## src/rtl/fetch_unit.sv

```systemverilog
// -----------------------------------------------------------------------------
// fetch_unit
//
// Instruction-fetch stage sitting directly in front of the instruction decoder.
// Holds the program counter and drives a synchronous-read instruction memory.
// Taken branches are redirected through an internal 64-entry branch-target
// table. Fetch stops on the halt opcode. RUN cycles are counted for
// benchmarking.
//
// Ports:
//   clk          rising-edge clock for all state
//   reset_n      asynchronous active-low reset
//   start        one-cycle pulse, begins execution at PC 0 from IDLE or HALT
//   stall        hold current PC / instruction
//   branch       decoder branch indication for the current instruction
//   taken        flag-unit condition result for the current instruction
//   lut_we       branch-target table write enable (ignored while running)
//   lut_addr     table write index
//   lut_data     absolute target PC to store
//   imem_addr    instruction memory read address (next PC, combinational)
//   imem_data    instruction memory read data
//   instr        instruction presented to the decoder
//   instr_valid  instr is a real instruction located at pc
//   pc           address of instr
//   done         program halted
//   cycle_count  RUN cycles since start, saturating
// -----------------------------------------------------------------------------
module fetch_unit #(
   parameter int             PCW     = 10,
   parameter int             IW      = 9,
   parameter logic [IW-1:0]  HALT_OP = 9'h1FF,
   parameter int             CNTW    = 16
) (
   input  logic            clk,
   input  logic            reset_n,
   input  logic            start,
   input  logic            stall,
   input  logic            branch,
   input  logic            taken,
   input  logic            lut_we,
   input  logic [5:0]      lut_addr,
   input  logic [PCW-1:0]  lut_data,
   output logic [PCW-1:0]  imem_addr,
   input  logic [IW-1:0]   imem_data,
   output logic [IW-1:0]   instr,
   output logic            instr_valid,
   output logic [PCW-1:0]  pc,
   output logic            done,
   output logic [CNTW-1:0] cycle_count
);

   typedef enum logic [1:0] {
      ST_IDLE = 2'd0,
      ST_RUN  = 2'd1,
      ST_HALT = 2'd2
   } state_t;

   state_t          state_r;
   state_t          state_next_s;
   logic [PCW-1:0]  pc_r;
   logic [PCW-1:0]  pc_next_s;
   logic [CNTW-1:0] count_r;
   logic            valid_r;
   logic            done_r;
   logic [PCW-1:0]  lut_r [64];
   logic [PCW-1:0]  target_s;
   logic            is_halt_s;

   // The memory output is the instruction for pc, so it passes straight through.
   assign instr     = imem_data;
   assign is_halt_s = (imem_data == HALT_OP);
   // Table reads are combinational on the current instruction's low six bits.
   assign target_s  = lut_r[imem_data[5:0]];

   // Next-state decode for the IDLE/RUN/HALT controller.
   always_comb begin
      state_next_s = state_r;
      case (state_r)
         ST_IDLE: begin
            if (start) state_next_s = ST_RUN;
            else       state_next_s = ST_IDLE;
         end
         ST_RUN: begin
            // A stalled halt keeps running so the halt is seen again once released.
            if (is_halt_s && !stall) state_next_s = ST_HALT;
            else                     state_next_s = ST_RUN;
         end
         ST_HALT: begin
            if (start) state_next_s = ST_RUN;
            else       state_next_s = ST_HALT;
         end
         default: state_next_s = ST_IDLE;
      endcase
   end

   // Next-PC selection; a stall suppresses any redirect so the held branch re-evaluates.
   always_comb begin
      pc_next_s = pc_r;
      if (state_r == ST_RUN) begin
         if (stall)                pc_next_s = pc_r;
         else if (is_halt_s)       pc_next_s = pc_r;
         else if (branch && taken) pc_next_s = target_s;
         else                      pc_next_s = pc_r + PCW'(1);
      end else begin
         pc_next_s = pc_r;
      end
   end

   // The memory registers this address, so the fetch for pc_next lands with pc_next.
   assign imem_addr = (state_r == ST_RUN) ? pc_next_s : {PCW{1'b0}};

   // Controller state register.
   always_ff @(posedge clk or negedge reset_n) begin
      if (!reset_n) state_r <= ST_IDLE;
      else          state_r <= state_next_s;
   end

   // Program counter: follows pc_next while running, restarts at 0 on start.
   always_ff @(posedge clk or negedge reset_n) begin
      if (!reset_n) begin
         pc_r <= {PCW{1'b0}};
      end else if (state_r == ST_RUN) begin
         pc_r <= pc_next_s;
      end else if (start) begin
         pc_r <= {PCW{1'b0}};
      end else begin
         pc_r <= pc_r;
      end
   end

   // Saturating RUN-cycle counter, cleared on start.
   always_ff @(posedge clk or negedge reset_n) begin
      if (!reset_n) begin
         count_r <= {CNTW{1'b0}};
      end else if (state_r == ST_RUN) begin
         if (count_r != {CNTW{1'b1}}) count_r <= count_r + CNTW'(1);
         else                         count_r <= count_r;
      end else if (start) begin
         count_r <= {CNTW{1'b0}};
      end else begin
         count_r <= count_r;
      end
   end

   // Registered status flags decoded from the state being entered.
   always_ff @(posedge clk or negedge reset_n) begin
      if (!reset_n) begin
         valid_r <= 1'b0;
         done_r  <= 1'b0;
      end else begin
         valid_r <= (state_next_s == ST_RUN);
         done_r  <= (state_next_s == ST_HALT);
      end
   end

   // Branch-target table; writable only outside RUN so reads never collide with writes.
   always_ff @(posedge clk or negedge reset_n) begin
      if (!reset_n) begin
         for (int i = 0; i < 64; i++) lut_r[i] <= {PCW{1'b0}};
      end else if (lut_we && (state_r != ST_RUN)) begin
         lut_r[lut_addr] <= lut_data;
      end else begin
         lut_r <= lut_r;
      end
   end

   assign pc          = pc_r;
   assign cycle_count = count_r;
   assign instr_valid = valid_r;
   assign done        = done_r;

endmodule

```

## config.mk

```make
export PLATFORM = sky130hd
export DESIGN_NAME = fetch_unit
export DESIGN_NICKNAME = d
export VERILOG_FILES = /design/src/rtl/fetch_unit.sv
export SDC_FILE = /design/constraint.sdc
export NUM_CORES = 1
export LEC_CHECK = 0
export CORE_UTILIZATION = 50
export DETAILED_ROUTE_END_ITERATION = 16
export PLACE_DENSITY_LB_ADDON = 0.12
export SYNTH_ARGS = -nofsm -noshare
export SYNTH_HDL_FRONTEND = slang
export SYNTH_SLANG_ARGS = --single-unit
```

## constraint.sdc

```tcl
create_clock -name clk -period 8.6 [get_ports clk]
set_input_delay 2.15 -clock clk [delete_from_list [all_inputs] [get_ports clk]]
set_output_delay 2.15 -clock clk [all_outputs]
set_load 0.02 [all_outputs]
```

==> results of run 1 <==
-- cell usage after synthesis (4+ instances only) --
library cell / instances
dfrtp_1: 670
mux2_2: 660
mux4_2: 156
clkbuf_1: 96
nor2_1: 78
nand2_1: 59
mux2i_1: 26
o21ai_0: 23
a21oi_1: 21
buf_2: 21
nor2b_1: 21
nand3_1: 18
buf_1: 16
a22oi_1: 15
buf_4: 15
nor3_1: 14
o22ai_1: 13
a2111oi_0: 11
a211oi_1: 10
inv_1: 9
xnor2_1: 9
nand2b_1: 8
nor2_2: 8
nor4_1: 8
and3_1: 7
buf_6: 7
nand4_1: 6
o31ai_1: 6
a21o_1: 5
and2_1: 5
nand3b_1: 5
a22o_1: 4
a31oi_1: 4
-- kinds of logic (layout without fill, tap and decap cells) --
kind of cell | Yosys count | after routing | share of synthesized area, %
and+or+nand+nor | 252 | 252 | 3.92
muxes | 842 | 842 | 36.0
DFF | 670 | 670 | 53.8
xor gates and xnor gates | 12 | 12 | 0.337
buffers and inverters | 167 | 297 | 2.50
adders and majority gates | 2 | 2 | 0.0803
other | 0 | 2 | 0
AOI/OAI and AO/OA | 147 | 147 | 3.35
-- registers in the layout, summed over array words and instances (netlist names) --
name	flops
pc	10
instr_valid	1
cycle_count	16
lut_r	640
state_r	2
done	1
-- per-layer routing --
| layer | global-route usage [%] | vias to the layer above |
|---|---|---|
| li1 | - | 7959 |
| met2 | 44.2 | 550 |
| met4 | 7.30 | 4 |
| met3 | 5.19 | 139 |
| met1 | 39.0 | 10100 |
| met5 | 0 | - |
-- power by group through the flow --
stage	combinational, uW	clock (uW)	sequential [uW]
floorplan	315	0	3380
global placement	630	0	3360
detailed placement	640	0	3360
CTS	644	3230	3310
global route	687	3360	3320
finish	638	3170	3310
-- through the flow --
step	util (%)	setup WS, ns	cell area, sq um	std cells
floorplan	-	2.21	31100	2092
global placement	53.3	0.919	32800	2925
detailed placement	53.3	0.905	32800	2925
CTS	57.2	0.881	35300	3059
global route	57.3	0.745	35300	3060
finish	57.3	0.802	35300	3061
-- layout make-up --
cell class	count	area [sq um]
diodes	2	5.00
clock buffers	119	2270
clock inverters	15	161
fillers	4904	26300
inverters	10	37.5
multi-input cells	1255	13600
flip-flops and latches	670	16800
well taps	837	1050
repair buffers	153	1380
-- path summary, 6_finish.rpt --
kind / startpoint / endpoint / slack, ns / cells past startpoint
setup / recovery: imem_data[2] / imem_addr[0] / 0.80 / 10
hold / removal: lut_r[90] / lut_r[90] / 0.50 / 1
setup reg to reg: state_r[1] / lut_r[150] / 4.88 / 6
hold reg to reg: lut_r[90] / lut_r[90] / 0.50 / 1
max in group asynchronous: reset_n / lut_r[53] / 5.33 / 2
min in group asynchronous: reset_n / lut_r[473] / 1.64 / 1
==> impl_metrics.json, run 1 <==
{
  "drv_slew": 0,
  "place.detailed.hpwl_mm": 53.0,
  "yosysTopAreaCell": "dfrtp_1",
  "antenna_left": 0,
  "cp_top_family": "buffers and inverters",
  "fin_worst_skew_ns": 0.0133,
  "clk_pin_slew_ns": 0.05,
  "final_nets": 2199,
  "vias": 18800,
  "grt_max_degree": 165,
  "clk_latency_ns": 0.62,
  "area_growth_pct": 13.2,
  "cp_data_required_time_ns": 6.45,
  "io_buffer_count": 78,
  "tightest_slew_ns": 1.33,
  "first_iter_violations": 1582,
  "postCtsSetupBuffers": 0,
  "drc": 0,
  "cts_sinks": 670,
  "clk_path_buf_depth": 3,
  "fmax_mhz": 128,
  "min_period_ns": 7.80,
  "worst-path-buf-inv": 4,
  "ys_warn_count": 0,
  "route.met2.wl_mm": 40.2,
  "grt_pass1_wl_mm": 130,
  "setup_tns_ns": 0,
  "hold_ws_ns": 0.496,
  "ys_types": 66,
  "antenna_found_initial": 3,
  "cts_resized": 0,
  "ys_ff_latch": 670,
  "die_w_um": 252,
  "grt_pass1_vias": 19900,
  "final_common_cell": "dfrtp_1",
  "gp_congestion": 0.877,
  "synth_top_area_share_pct": 53.8,
  "comb_power_share_pct": 9.0,
  "internal-power_uw": 5380,
  "drt-met1-wl_mm": 37.1,
  "p_per_area_nw_per_um2": 202,
  "min_path_type": "reg -> reg",
  "rsz0062_at_grt": "false",
  "max_slew_margin_pct": 11.0,
  "drive_gt1_share_pct": 46.4,
  "die_h_um": 252,
  "vias_per_cell": 6.13,
  "p_switching_uw": 1740,
  "route.met3.wl_mm": 4.72,
  "start_kind": "input port",
  "synth_area_sq_um": 31100,
  "ys.flop_type": "dfrtp_1",
  "switching_share_pct": 24.5,
  "cts_tree": "yes",
  "routed_wl_mm": 84.2,
  "topRoutingLayerUsed": "met5",
  "path_class": "in -> out",
  "clock_power_share_pct": 44.5,
  "root_buffer": "clkbuf_16",
  "crit_path_top_delay_cell": "clkdlybuf4s50_1",
  "worst_ir_drop_vdd_v": 0.000147,
  "crit_path_max_incr_delay_ns": 0.68,
  "synth_edf_count": 0,
  "syn_avg_cell_area_sq_um": 14.9,
  "p_leak_uw": 0.0167,
  "numCtsBuffers": 75,
  "cap_violations": 0,
  "firstDrtPassIters": 5,
  "die_area_sq_um": 63300,
  "syn_nets": 2126,
  "grt_remaining_overflow": 0,
  "critPathMaxFanout": 53,
  "synth_area_leaders": "dfrtp_1 (54%), mux2_2 (24%), mux4_2 (11%), clkbuf_1 (1.2%), nor2_1 (0.94%)",
  "critical_path_arrival_ns": 5.65,
  "synthArstFlopShare_pct": 100,
  "wl_per_cell_um": 27.5,
  "setup_viol": 0,
  "seq_area_frac_synth_pct": 53.8,
  "post-route-period-util_pct": 90.7,
  "cp-end-kind": "output port",
  "finalHoldViolations": 0,
  "crit_chain": "buf_6, buf_4, nand2b_1, o22ai_1, nor4_1, buf_4, a21oi_1, a311o_1, o21ai_0, clkdlybuf4s50_1",
  "num_io_pins": 79,
  "num_rows": 91,
  "outcome": "finished, final reports clean",
  "p_total_uw": 7120,
  "track_usage_pct": 27.7,
  "htree_num_levels": 3,
  "ctsHoldBuffers": 0,
  "final_cell_mix": "dfrtp_1 (670), mux2_2 (660), mux4_2 (156), clkbuf_16 (79), nor2_1 (77)",
  "syn_inst": 2092,
  "cp_common_cell": "buf_4",
  "seq_power_share_pct": 46.5,
  "start_util_pct": 50.6,
  "core_area_sq_um": 61600
}
(Power assumes the default switching activity.)
==> run 2, diff against run 1 <==
--- a/config.mk
+++ b/config.mk
@@ -5,6 +5,8 @@
 export SDC_FILE = /design/constraint.sdc
 export NUM_CORES = 1
 export LEC_CHECK = 0
+export CELL_PAD_IN_SITES_DETAIL_PLACEMENT = 1
+export CELL_PAD_IN_SITES_GLOBAL_PLACEMENT = 2
 export CORE_UTILIZATION = 50
 export DETAILED_ROUTE_END_ITERATION = 16
 export PLACE_DENSITY_LB_ADDON = 0.12
==> run 2 against run 1 <==
Compared with the run above: sequential cell count unchanged; sequential power about the same; die area unchanged; highest routed layer unchanged; non-clock buffer count decreased by 4; core utilization increased by 0.20 points; global-route usage increased by 1.4 points; critical path type unchanged.
==> impl_metrics.json, run 2 (synthesis results as in run 1) <==
{
  "outcome": "finished, final reports clean",
  "clock_power_share_pct": 45.7,
  "vias_per_cell": 6.15,
  "finalHoldViolations": 0,
  "final_cell_mix": "dfrtp_1 (670), mux2_2 (660), mux4_2 (156), nor2_1 (78), clkbuf_16 (77)",
  "fmax_mhz": 125,
  "path_class": "in -> out",
  "reg2reg_to": "lut_r[397]",
  "grt_pass1_vias": 20700,
  "root_buffer": "clkbuf_16",
  "min_to": "lut_r[544]",
  "min_from": "lut_r[544]",
  "clk_pin_slew_ns": 0.06,
  "cp_data_required_time_ns": 6.45,
  "rsz0062_at_grt": "false",
  "placed_area_sq_um": 32800,
  "grtUsageMet1_pct": 41.6,
  "gp_congestion": 0.847,
  "seq_power_share_pct": 45.5,
  "fin_area_sq_um": 35400,
  "setup_tns_ns": 0,
  "start_util_pct": 50.6,
  "comb_power_share_pct": 8.8,
  "antenna_left": 0,
  "ctsHoldBuffers": 0,
  "postCtsSetupBuffers": 0,
  "critical_path_arrival_ns": 5.87,
  "r2r-start": "state_r[0]",
  "area_growth_pct": 13.6,
  "die_h_um": 252,
  "cap_violations": 0,
  "drv_slew": 0,
  "cp-end-kind": "output port",
  "die_area_sq_um": 63300,
  "num_io_pins": 79,
  "grtUsageMet3_pct": 4.14,
  "drive_gt1_share_pct": 47.0,
  "htree_num_levels": 3,
  "antenna_found_initial": 1,
  "drc": 0,
  "firstDrtPassIters": 5,
  "place_ws_ns": 0.717,
  "met2_usage_pct": 46.2,
  "largest_register_ffs": 640,
  "core_area_sq_um": 61600,
  "clk_latency_ns": 0.62,
  "grt_remaining_overflow": 0,
  "largest-register": "lut_r",
  "vias": 18800,
  "min_path_type": "reg -> reg",
  "tightest_slew_ns": 1.37,
  "wl_per_cell_um": 28.6,
  "grt_pass1_wl_mm": 137,
  "whs_path_depth": 1,
  "antenna_cells": 0,
  "r2r_setup_slack_ns": 4.46,
  "grt_max_degree": 171,
  "reg2regPathDepth": 6,
  "setup_slack_ns": 0.581,
  "die_w_um": 252,
  "p_leak_uw": 0.0168,
  "numCtsBuffers": 75,
  "busiest_layer": "met2",
  "cts_tree": "yes",
  "routed_wl_mm": 87.5,
  "io_buffer_count": 78,
  "p_per_area_nw_per_um2": 205,
  "switching_share_pct": 24.5,
  "clk_path_buf_depth": 3,
  "setup_viol": 0,
  "place.detailed.hpwl_mm": 56.3,
  "utilization_pct": 57.5,
  "post-route-period-util_pct": 93.2,
  "internal-power_uw": 5490,
  "num_rows": 91,
  "track_usage_pct": 29.0,
  "p_switching_uw": 1780,
  "min_period_ns": 8.02,
  "critPathMaxFanout": 60,
  "fin_worst_skew_ns": 0.0153,
  "final_common_cell": "dfrtp_1",
  "final_nets": 2195,
  "worst_ir_drop_vdd_v": 0.000164,
  "cts_sinks": 670,
  "first_iter_violations": 1200,
  "max_slew_margin_pct": 8.17,
  "start_kind": "input port",
  "cts_resized": 0
}
-- run 2: layout make-up --
type,count,area (sq um)
clock buffers,108,2250
flip-flops and latches,670,16800
fillers,5671,26200
clock inverters,27,324
repair buffers,149,1360
multi-input cells,1255,13600
well taps,837,1050
inverters,10,37.5
-- run 2: how the worst max path moves through the flow --
stage	cells after the start	end	from	slack [ns]
2_1_floorplan	8	imem_addr[9]	imem_data[0]	2.21
3_3_place_gp	8	imem_addr[4]	imem_data[2]	0.64
3_5_place_dp	9	imem_addr[4]	imem_data[2]	0.72
4_1_cts	9	imem_addr[4]	imem_data[2]	0.67
5_1_grt	9	imem_addr[4]	imem_data[2]	0.38
6_report	9	imem_addr[4]	imem_data[2]	0.58
-- run 2: through the flow --
step	hold slack [ns]	std cells	total power, uW
3_5_place_dp	0.489	2921	4010
4_1_cts	0.502	3056	7330
6_report	0.499	3056	7270
3_3_place_gp	0.481	2921	3990
2_1_floorplan	0.473	2092	3700
5_1_grt	0.513	3056	7500
-- run 2: power by group through the flow --
stage          Sequential [uW]  Clock (uW)  Combinational [uW]
2_1_floorplan             3380           0                 315
3_3_place_gp              3360           0                 629
3_5_place_dp              3360           0                 641
4_1_cts                   3310        3380                 644
5_1_grt                   3320        3490                 690
6_report                  3310        3320                 637
-- run 2: critical path, stage by stage --
cell	delay, ns
buf_6	0.51
buf_12	0.36
nor2b_1	0.09
a2111oi_0	0.54
nor3_1	0.29
a2111oi_0	0.88
buf_4	0.23
o31ai_1	0.10
clkdlybuf4s50_1	0.57
-- run 2: routing by layer --
layer  wire length (um)  up-vias
met4               2550        2
met1              39700    10300
li1                   -     7956
met3               3310      151
met5                  7        -
met2              41900      388
